==> src/rtl/rrarb_pkg.sv <==
// Shared types and helpers for the weighted round-robin arbiter.
package rrarb_pkg;

  typedef enum logic [0:0] {
    IDLE,
    GRANT
  } rrarb_state_e;

  function automatic int unsigned rrarb_clog2(input int unsigned n);
    int unsigned r;
    r = 0;
    for (int unsigned v = n - 1; v != 0; v = v >> 1) begin
      r = r + 1;
    end
    return r;
  endfunction

endpackage

==> src/rtl/rrarb_rr_pick.sv <==
// Combinational rotating-priority picker: lowest requestor above ptr wins, else wraps to lowest.
module rrarb_rr_pick #(
  parameter int unsigned REQ_CNT = 4,
  parameter int unsigned IDX_W   = 2
) (
  input  logic [REQ_CNT-1:0] req,
  input  logic [IDX_W-1:0]   ptr,
  output logic [REQ_CNT-1:0] onehot,
  output logic [IDX_W-1:0]   idx,
  output logic               any
);

  localparam logic [REQ_CNT-1:0] One = REQ_CNT'(1);

  logic [REQ_CNT-1:0] mask_hi;
  logic [REQ_CNT-1:0] hi;
  logic [REQ_CNT-1:0] hi_oh;
  logic [REQ_CNT-1:0] lo_oh;

  always_comb begin
    mask_hi = '0;
    for (int i = 0; i < int'(REQ_CNT); i++) begin
      mask_hi[i] = (i > int'(ptr));
    end
  end

  assign hi    = req & mask_hi;
  assign hi_oh = hi & ~(hi - One);
  assign lo_oh = req & ~(req - One);

  assign any    = |req;
  assign onehot = (|hi) ? hi_oh : lo_oh;

  always_comb begin
    idx = '0;
    for (int i = 0; i < int'(REQ_CNT); i++) begin
      if (onehot[i]) idx = idx | IDX_W'(i);
    end
  end

endmodule

==> src/rtl/rrarb_wrr_nto1.sv <==
// Weighted round-robin N:1 arbiter: registered one-hot grant held for up to weight[i] acks,
// with lock for atomic bursts and zero-bubble handover.
module rrarb_wrr_nto1
  import rrarb_pkg::*;
#(
  parameter int unsigned REQ_CNT = 4,
  parameter int unsigned WGT_W   = 4,
  parameter int unsigned IDX_W   = rrarb_clog2(REQ_CNT)
) (
  input  logic                     clk,
  input  logic                     rst_n,
  input  logic [REQ_CNT-1:0]       req,
  input  logic [REQ_CNT*WGT_W-1:0] weight,
  input  logic                     ack,
  input  logic                     lock,
  output logic [REQ_CNT-1:0]       grant,
  output logic                     grant_vld,
  output logic [IDX_W-1:0]         grant_idx
);

  localparam logic [WGT_W-1:0] CntOne = WGT_W'(1);

  rrarb_state_e       state_q;
  logic [IDX_W-1:0]   ptr_q;
  logic [WGT_W-1:0]   cnt_q;

  logic [REQ_CNT-1:0] pick_oh;
  logic [IDX_W-1:0]   pick_idx;
  logic               pick_any;
  logic [WGT_W-1:0]   wsel;
  logic [WGT_W-1:0]   fresh_cnt;
  logic               rel;

  // ptr_q always holds the current owner, so one picker serves both IDLE and release.
  rrarb_rr_pick #(
    .REQ_CNT (REQ_CNT),
    .IDX_W   (IDX_W)
  ) u_pick (
    .req    (req),
    .ptr    (ptr_q),
    .onehot (pick_oh),
    .idx    (pick_idx),
    .any    (pick_any)
  );

  assign wsel      = weight[int'(pick_idx)*int'(WGT_W) +: WGT_W];
  assign fresh_cnt = (wsel == '0) ? CntOne : wsel;

  assign rel = !lock && ((ack && (cnt_q == CntOne)) || (cnt_q == '0) || !req[grant_idx]);

  always_ff @(posedge clk or negedge rst_n) begin
    if (!rst_n) begin
      state_q   <= IDLE;
      ptr_q     <= IDX_W'(REQ_CNT - 1);
      cnt_q     <= '0;
      grant     <= '0;
      grant_vld <= 1'b0;
      grant_idx <= '0;
    end else begin
      unique case (state_q)
        IDLE: begin
          if (pick_any) begin
            state_q   <= GRANT;
            ptr_q     <= pick_idx;
            cnt_q     <= fresh_cnt;
            grant     <= pick_oh;
            grant_vld <= 1'b1;
            grant_idx <= pick_idx;
          end
        end
        GRANT: begin
          if (rel) begin
            if (pick_any) begin
              ptr_q     <= pick_idx;
              cnt_q     <= fresh_cnt;
              grant     <= pick_oh;
              grant_vld <= 1'b1;
              grant_idx <= pick_idx;
            end else begin
              state_q   <= IDLE;
              cnt_q     <= '0;
              grant     <= '0;
              grant_vld <= 1'b0;
              grant_idx <= '0;
            end
          end else if (ack && (cnt_q != '0)) begin
            cnt_q <= cnt_q - CntOne;
          end
        end
        default: state_q <= IDLE;
      endcase
    end
  end

endmodule
==> config.mk <==
export PLATFORM = sky130hd
export DESIGN_NAME = rrarb_wrr_nto1
export DESIGN_NICKNAME = d
export VERILOG_FILES = /design/src/rtl/rrarb_pkg.sv /design/src/rtl/rrarb_rr_pick.sv /design/src/rtl/rrarb_wrr_nto1.sv
export SDC_FILE = /design/constraint.sdc
export NUM_CORES = 1
export LEC_CHECK = 0
export CORE_ASPECT_RATIO = 0.5
export CORE_UTILIZATION = 40
export CTS_BUF_LIST = sky130_fd_sc_hd__clkbuf_16
export DETAILED_ROUTE_END_ITERATION = 12
export PLACE_DENSITY = 0.7
export SLEW_MARGIN = 20
export SYNTH_ARGS = -nofsm -noshare
export SYNTH_HDL_FRONTEND = slang
export SYNTH_SLANG_ARGS = --single-unit
==> constraint.sdc <==
create_clock -name clk -period 2.3 [get_ports clk]
set_input_delay 0.23 -clock clk [delete_from_list [all_inputs] [get_ports clk]]
set_output_delay 0.23 -clock clk [all_outputs]
set_load 0.01 [all_outputs]
# Word level (Yosys, flattened, before mapping)
# Cells that the tools add are included.
totals:
  regBits: 14
  latch_bits: 0
  ram_bits: 0
  mem_bits_ro: 0
  input_bits: 24
  mem_count: 0
op_classes:
  n_addsub: 3
  multipliers: 0
  n_div: 0
  n_lt_le_gt_ge: 4
  n_eq_ne: 4
  shifts: 1
  muxes: 29
  bitwise: 6
  n_reduce_logical: 14
ops:
  columns: ["cell", "count"]
  rows:
  - ["2-to-1 mux 4 bit", 9]
  - ["case mux 4 bit (2 select lines)", 2]
  - ["variable part select 16 x 5 -> 4 bit", 1]
  - ["2-to-1 mux 2 bit", 7]
  - ["bitwise AND 4 bit", 3]
  - ["subtractor 4 x 1 -> 4 bit, second input constant", 3]
  - ["logical NOT 4 bit", 2]
  - ["inverter 4 bit", 2]
  - ["case mux 2 bit (2 select lines)", 2]
  - ["OR reduction 4 bit", 2]
  - ["2-to-1 mux 1 bit", 6]
  - ["== test 4 x 1 -> 1 bit, second input constant", 1]
  - ["greater-than comparator 2 bit, first input constant", 2]
  - ["case mux 1 bit (2 select lines)", 2]
  - ["AND reduction 2 bit", 2]
  - ["nonzero test 4 bit", 1]
  - ["logical AND 1 bit", 3]
  - ["< comparator 2 x 3 -> 1 bit, second input constant", 1]
  - ["!= test 3 x 1 -> 1 bit, second input constant", 1]
  - ["binary-select mux 1 bit (select 2 bit)", 1]
  - ["greater-than comparator 1 x 2 -> 1 bit, first input constant", 1]
  - ["logical NOT 1 bit", 2]
  - ["logical OR 1 bit", 2]
  - ["!= test 2 x 1 -> 1 bit, second input constant", 1]
  - ["other kinds (2)", 2]

# Longest topological paths before layout
# Gate-level depths: netlist of run 1.
depth:
  depth_word: 15
  ltp_mapped: 9
  depth_no_buf: 9

# By module
# A second synthesis of run 1 with hierarchy kept.
unflattened:
  hier_cells: 113
  hier_area_um2: 1111.1
modules_own_cells:
  columns: ["module", "instances", "cells_per_inst", "area_each_um2"]
  rows:
  - ["rrarb_wrr_nto1", 1, 84, 927.1]
  - ["rrarb_rr_pick", 1, 29, 183.9]

# Worst setup path before layout of run 1
# Ideal clock, no wire load.
synth_timing:
  path_type: "reg2reg"
  from: "register ptr_q[0]"
  to: "register cnt_q[0]"
  t_arrival_ps: 2246
  path_slack_ps: -35
  path_stages_with_launch: 9
  cell_sequence: "dfstp_2 > buf_2 > nor2b_4 > o21a_2 > o311a_1 > nor4_2 > nand3_1 > or4b_1 > o2111ai_1"
synth_between:
  elab_chain_len: 15
  elab_cells_between_ends: 19
  classes_between: "1 x add/sub; 3 x order compare; 1 x shift; 9 x mux; 3 x bitwise; 2 x reduce/logical"
synth_lines:
  columns: ["item", "line_no", "rtl"]
  rows:
  - ["start: declaration", "rrarb_wrr_nto1.sv:24", "logic [IDX_W-1:0] ptr_q;"]
  - ["start signal: assignment", "rrarb_wrr_nto1.sv:54", "ptr_q <= IDX_W'(REQ_CNT - 1);"]
  - ["start signal: assignment", "rrarb_wrr_nto1.sv:64", "ptr_q <= pick_idx;"]
  - ["start signal: assignment", "rrarb_wrr_nto1.sv:74", "ptr_q <= pick_idx;"]
  - ["greater-than comparator 1 x 2 -> 1 bit", "rrarb_rr_pick.sv:23", "mask_hi[i] = (i > int'(ptr));"]
  - ["bitwise AND 4 bit *", "rrarb_rr_pick.sv:27", "assign hi = req & mask_hi;"]
  - ["subtractor 4 x 1 -> 4 bit", "rrarb_rr_pick.sv:28", "assign hi_oh = hi & ~(hi - One);"]
  - ["inverter 4 bit", "rrarb_rr_pick.sv:28", null]
  - ["bitwise AND 4 bit", "rrarb_rr_pick.sv:28", null]
  - ["2-to-1 mux 4 bit *", "rrarb_rr_pick.sv:32", "assign onehot = (|hi) ? hi_oh : lo_oh;"]
  - ["2-to-1 mux 1 bit", "rrarb_rr_pick.sv:37", "if (onehot[i]) idx = idx | IDX_W'(i);"]
  - ["2-to-1 mux 2 bit", "rrarb_rr_pick.sv:37", null]
  - ["2-to-1 mux 2 bit *", "rrarb_rr_pick.sv:37", null]
  - ["variable part select 16 x 5 -> 4 bit *", "rrarb_wrr_nto1.sv:46", "assign wsel = weight[int'(pick_idx)*int'(WGT_W) +: WGT_W];"]
  - ["logical NOT 4 bit", "rrarb_wrr_nto1.sv:47", "assign fresh_cnt = (wsel == '0) ? CntOne : wsel;"]
  - ["2-to-1 mux 4 bit *", "rrarb_wrr_nto1.sv:47", null]
  - ["2-to-1 mux 4 bit", "rrarb_wrr_nto1.sv:73", "if (pick_any) begin"]
  - ["2-to-1 mux 4 bit", "rrarb_wrr_nto1.sv:72", "if (rel) begin"]
  - ["case mux 4 bit (2 select lines) *", "rrarb_wrr_nto1.sv:60", "unique case (state_q)"]
  - ["end signal: assignment", "rrarb_wrr_nto1.sv:65", "cnt_q <= fresh_cnt;"]
  - ["end signal: assignment", "rrarb_wrr_nto1.sv:75", "cnt_q <= fresh_cnt;"]
  - ["end signal: assignment", "rrarb_wrr_nto1.sv:87", "cnt_q <= cnt_q - CntOne;"]
  - ["end: declaration", "rrarb_wrr_nto1.sv:25", "logic [WGT_W-1:0] cnt_q;"]
# Every way passes the cells marked *; elsewhere a longest branch is shown, timed or not. The select of a mux whose other input is x is not followed.
# A chain may end at the register's enable or synchronous reset.

# Final worst setup path of run 1
# Same ends and word-level chain as after synthesis.

==> metrics.yaml, run 1 <==
max_freq_mhz: 428.5
startpoint_type: "flip-flop"
hold_ws_ns: 0.3907
num_io_pins: 31
max_stage_delay_ns: 0.57
seq_area_frac_synth_pct: 28.43
busiest_layer: "met2"
seqPwrFrac_pct: 21.5
cap_violations: 0
wl_um: 3862
power_switching_w: 0.0009316
mostFrequentLayoutCells: "buf_4, clkdlybuf4s50_1, nand2_1"
synth_top_area_share_pct: 24.19
layout.cells.non_filler: 250
yosysTopAreaCell: "dfrtp_1"
cts_inserted_buffers: 3
drtIter0Drc: 78
cp-startpoint: "ptr_q[0]"
ctsHoldBuffers: 0
fp.dieW_um: 80.78
crit_fanout: 5
synth_warnings: 0
grt_overflow: 0
p_sw_share_pct: 40.99
cp_slowest_cell: "dfstp_2"
finalPower_w: 0.002273
n_fill_cell: 225
postSynth.asyncResetShare_pct: 100.0
place_congestion: 0.8840
crit_type: "flip-flop to flip-flop"
drc: 0
synth-seq-cells: 14
cts-root-buf: "clkbuf_16"
r2r_slack_ns: -0.03
diodes: 0
leakagePower_nw: 0.8567
grt_start_max_net_pins: 15
crit_buf_inv: 0
arrival_ns: 2.49
areaGrowthSynthToFinish_pct: 55.54
slew_headroom_pct: 56.23
cts_sinks: 14
outcome: "complete, but fails checks"
clk_latency_ns: 0.24
synth_area_leaders: "dfrtp_1, nand2_1, o21ai_0"
netlist_area_um2: 1241
grt_pass1_wl_um: 6113
dieArea_um2: 3343
cts_tree: "built"
grt_pass1_vias: 1295
track_usage_pct: 25.43
finClkSkew_ns: 0.001445
path_cells: "or2b_1 -> a21oi_4 -> o311a_1 -> nor4_4 -> nand3_1 -> or4b_1 -> o2111ai_2"
multiInputGateArea_um2: 875.8
seqCellArea_um2: 352.8
tightest_slew_ns: 0.6545
place_inst: 243
clockBufferDepth: 2
yosysUniqueCellTypes: 51
hold_path.class: "input pin to async pin"
maxSlewViolCount: 0
fin_crit_sh_pct: 101.5
initial_core_util_pct: 44.89
die_y_um: 41.39
fp-row-count: 13
hold_viol: 0
p_per_area_nw_per_um2: 1177
drive_gt1_share_pct: 25.82
synth_enable_flop_cells: 0
setup_ws_ns: -0.03381
syn-instance-count: 153
required_ns: 2.46
rsz0062_at_grt: "yes"
cp-end-kind: "flip-flop"
final_nets: 241
clkTransAtPathRegs_ns: 0.05
drt-wirelength-per-cell_um: 15.45
reg2regPathDepth: 7
first_pass_iters: 4
cts_max_level: 1
vias: 1410
cp_top_family: "simple AND/OR/NAND/NOR gates"
antenna_left: 0
final_common_cell: "buf_4"
combPwrFrac_pct: 63.9
syn_avg_cell_area_um2: 8.112
setup-violations-final: 1
vias_per_cell: 5.640
synth_ff_type: "dfrtp_1"
grt_util_met1_pct: 34.99
coreArea_um2: 2765
fin_crit_ns: 2.334
portBuffers: 30
ir_drop_mv: 0.7330
p_int_w: 0.001341
syn_nets: 180
antenna_found_initial: 0
r2r-end: "cnt_q[0]"
clkPwrFrac_pct: 14.6
grt_use_met2_pct: 44.49
hpwl_um: 2894
reg2reg_from: "ptr_q[0]"
met3_usage_pct: 5.435
failed_checks: "setup timing"
## area by class of cell
class	count	share of cell area (%)
clock buffers	3	3.889
clock inverters	1	0.1944
inverters	6	1.167
multi-input cells	126	45.37
flip-flops and latches	14	18.28
well taps	37	2.398
repair buffers	63	28.71
## synthesized netlist by cell type (3+ instances only)
cell type,count
nand2_1,25
nor2_1,14
dfrtp_1,12
o21ai_0,11
a21oi_1,10
inv_1,6
a21o_1,4
a31oi_1,4
nor3_1,4
ha_1,3
nand3_1,3
o221ai_1,3
o311a_1,3
## worst reg2reg max path: cells and delay by family (launching register included)
kind | cells | cell delay, ns
flip-flops | 1 | 0.57
AO/OA/AOI/OAI | 3 | 0.55
AND/OR/NAND/NOR | 4 | 1.12
## cell families after synthesis
family                     synth area share, %
AOI/OAI and AO/OA                        35.89
adders and majority gates                3.025
buffers and inverters                    5.342
and+or+nand+nor                          24.60
DFF                                      28.43
muxes                                    2.722
## sequential cells by signal (all words and copies together), names as in the netlist
| name | flops |
|---|---|
| grant_idx | 2 |
| state_q | 1 |
| cnt_q | 4 |
| grant_vld | 1 |
| ptr_q | 2 |
| grant | 4 |
## power groups by stage
stage                     logic, W  registers (W)  clock network, W
final                      0.00145       0.000488          0.000332
after global routing       0.00158       0.000503          0.000349
after CTS                  0.00139       0.000482          0.000338
after detailed placement   0.00132       0.000484                 0
after global placement     0.00129       0.000483                 0
after floorplan           0.000800       0.000463                 0
## how the worst max path moves through the flow
stage / cells after the start / end / slack [ns]
after floorplan: 8 / cnt_q[0] / 0.008
after global placement: 8 / cnt_q[0] / -0.32
after detailed placement: 8 / cnt_q[0] / -0.39
after CTS: 7 / cnt_q[0] / -0.02
after global routing: 7 / cnt_q[0] / -0.14
final: 7 / cnt_q[0] / -0.03
## stage by stage
step	worst slack [ns]	cell area (µm²)	TNS, ns	util (%)
3_3_place_gp	-0.3243	1769	-1.387	63.98
5_1_grt	-0.1433	1931	-0.2382	69.82
4_1_cts	-0.01892	1896	-0.01892	68.55
3_5_place_dp	-0.3943	1769	-1.564	63.98
6_report	-0.03381	1931	-0.03381	69.82
2_1_floorplan	0.008422	1244	0	-
## per-layer routing
| metal | vias up | wire length, µm |
|---|---|---|
| li1 | 703 | - |
| met1 | 659 | 1898 |
| met2 | 48 | 1729 |
| met3 | 0 | 235 |
| met4 | 0 | 0 |
| met5 | - | 0 |
## what timing repair did
item / 4_1_cts / 5_1_grt
resized for setup: 7 / 6
setup buffers: 2 / 1
pin swaps: 4 / 7
endpoints found under the setup margin: 3 / 3
gates cloned: 0 / 0
(Power assumes the default switching activity.)
==> run 2: changes to the inputs <==
--- a/config.mk
+++ b/config.mk
@@ -6,10 +6,10 @@
 export NUM_CORES = 1
 export LEC_CHECK = 0
 export CORE_ASPECT_RATIO = 0.5
-export CORE_UTILIZATION = 40
+export CORE_UTILIZATION = 44
 export CTS_BUF_LIST = sky130_fd_sc_hd__clkbuf_16
 export DETAILED_ROUTE_END_ITERATION = 12
-export PLACE_DENSITY = 0.7
+export PLACE_DENSITY = 0.76
 export SLEW_MARGIN = 20
 export SYNTH_ARGS = -nofsm -noshare
 export SYNTH_HDL_FRONTEND = slang
==> run 2 against run 1 <==
The flow still finishes with violations (setup timing). Routed wire length up 11%. Critical path depth unchanged. Sequential share of layout area fell by 0.45 points. Largest power group unchanged.
==> metrics.yaml, run 2 (synthesized netlist as in run 1, its figures left out) <==
outcome: "complete, but fails checks"
failed_checks: "setup timing"
clkTransAtPathRegs_ns: 0.05
cts_sinks: 14
cts-root-buf: "clkbuf_16"
cts_inserted_buffers: 3
place_congestion: 0.8607
antenna_found_initial: 0
p_per_area_nw_per_um2: 1226
reg2regPathDepth: 7
hold_viol: 0
grt_pass1_vias: 1379
fin_crit_ns: 2.383
reg_top3: "cnt_q x4, grant x4"
diodes: 0
vias: 1484
tightest_slew_ns: 0.6678
clk_latency_ns: 0.24
fin_crit_sh_pct: 103.6
finClkSkew_ns: 0.0008070
first_pass_iters: 4
required_ns: 2.46
dieArea_um2: 3050
setup_ws_ns: -0.08256
reg2reg_from: "ptr_q[0]"
portBuffers: 30
clockBufferDepth: 2
r2r-end: "cnt_q[0]"
setup-violations-final: 2
fp-row-count: 13
crit_fanout: 4
mostFrequentLayoutCells: "buf_4, clkdlybuf4s50_1, nand2_1"
drt-wirelength-per-cell_um: 17.04
fin_util_pct: 75.12
n_fill_cell: 189
slew_headroom_pct: 55.34
arrival_ns: 2.54
max_freq_mhz: 419.7
place_inst: 242
final_nets: 243
ir_drop_mv: 0.6509
wl_um: 4295
initial_core_util_pct: 47.10
grt_pass1_wl_um: 6582
num_io_pins: 31
placed_area_um2: 1762
seqCellArea_um2: 352.8
leakagePower_nw: 0.8608
maxSlewViolCount: 0
grt_start_max_net_pins: 15
antenna_left: 0
die_y_um: 39.56
crit_type: "flip-flop to flip-flop"
vias_per_cell: 5.889
stdcell_area_um2: 1979
cap_violations: 0
hpwl_um: 2935
cp-end-kind: "flip-flop"
final_common_cell: "buf_4"
drive_gt1_share_pct: 28.37
cts_max_level: 1
drc: 0
cts_tree: "built"
drtIter0Drc: 103
grt_overflow: 0
layout.cells.non_filler: 252
startpoint_type: "flip-flop"
hold_path.class: "input pin to async pin"
rsz0062_at_grt: "yes"
coreArea_um2: 2635
ctsHoldBuffers: 0
multiInputGateArea_um2: 903.4
fp.dieW_um: 77.11
track_usage_pct: 29.26
areaGrowthSynthToFinish_pct: 59.48
r2r_slack_ns: -0.08
==> run 2: metrics by stage <==
stage	setup TNS (ns)	total power, W	setup WS, ns	hold WS, ns
6_report	-0.09424	0.002426	-0.08256	0.3948
5_1_grt	-0.2355	0.002578	-0.1709	0.4571
4_1_cts	-0.02117	0.002288	-0.02117	0.4114
3_5_place_dp	-1.637	0.001824	-0.3799	0.5103
3_3_place_gp	-1.224	0.001771	-0.3107	0.4926
2_1_floorplan	0	0.001263	0.008422	-0.06559
==> run 2: worst max-delay path, cell delays in order (launching register included) <==
cell	delay, ns
dfstp_2	0.59
nor2b_4	0.06
o21a_4	0.20
o311a_4	0.36
nor4_4	0.30
nand3_1	0.15
or4b_4	0.56
o2111ai_2	0.08
==> run 2: worst max path at each step <==
stage	start	endpoint	slack, ns	cells after the start
after floorplan	ptr_q[0]	cnt_q[0]	0.008	8
after global placement	req[1]	cnt_q[0]	-0.31	8
after detailed placement	req[1]	cnt_q[0]	-0.38	8
after CTS	ptr_q[0]	cnt_q[0]	-0.02	7
after global routing	ptr_q[0]	cnt_q[0]	-0.17	7
final	ptr_q[0]	cnt_q[0]	-0.08	7
==> run 2: final cells by class <==
class | count | share of cell area [%]
multi-input combinational | 126 | 45.64
timing repair buffer | 65 | 29.08
clock buffer | 3 | 3.793
sequential | 14 | 17.83
tap | 37 | 2.339
clock inverter | 1 | 0.1896
inverter | 6 | 1.138
==> run 2: timing repair <==
| action | CTS | global route |
|---|---|---|
| pin swaps | 5 | 7 |
| setup buffers | 4 | 2 |
| gates resized for setup | 7 | 10 |
| endpoints found under the setup margin | 3 | 3 |
==> run 2: per-layer routing <==
layer / track usage [%] / vias to the layer above / wire [µm]
li1: - / 706 / -
met1: 37.47 / 716 / 1977
met2: 51.79 / 54 / 2011
met3: 5.349 / 8 / 235
met4: 8.962 / 0 / 70
met5: 0 / - / 0
==> run 2: power breakdown <==
group	switching, W	internal, W	total, W
Clock	0.000106	0.000230	0.000337
Combinational	0.000778	0.000812	0.00159
Sequential	0.000128	0.000372	0.000500
Total	0.00101	0.00141	0.00243
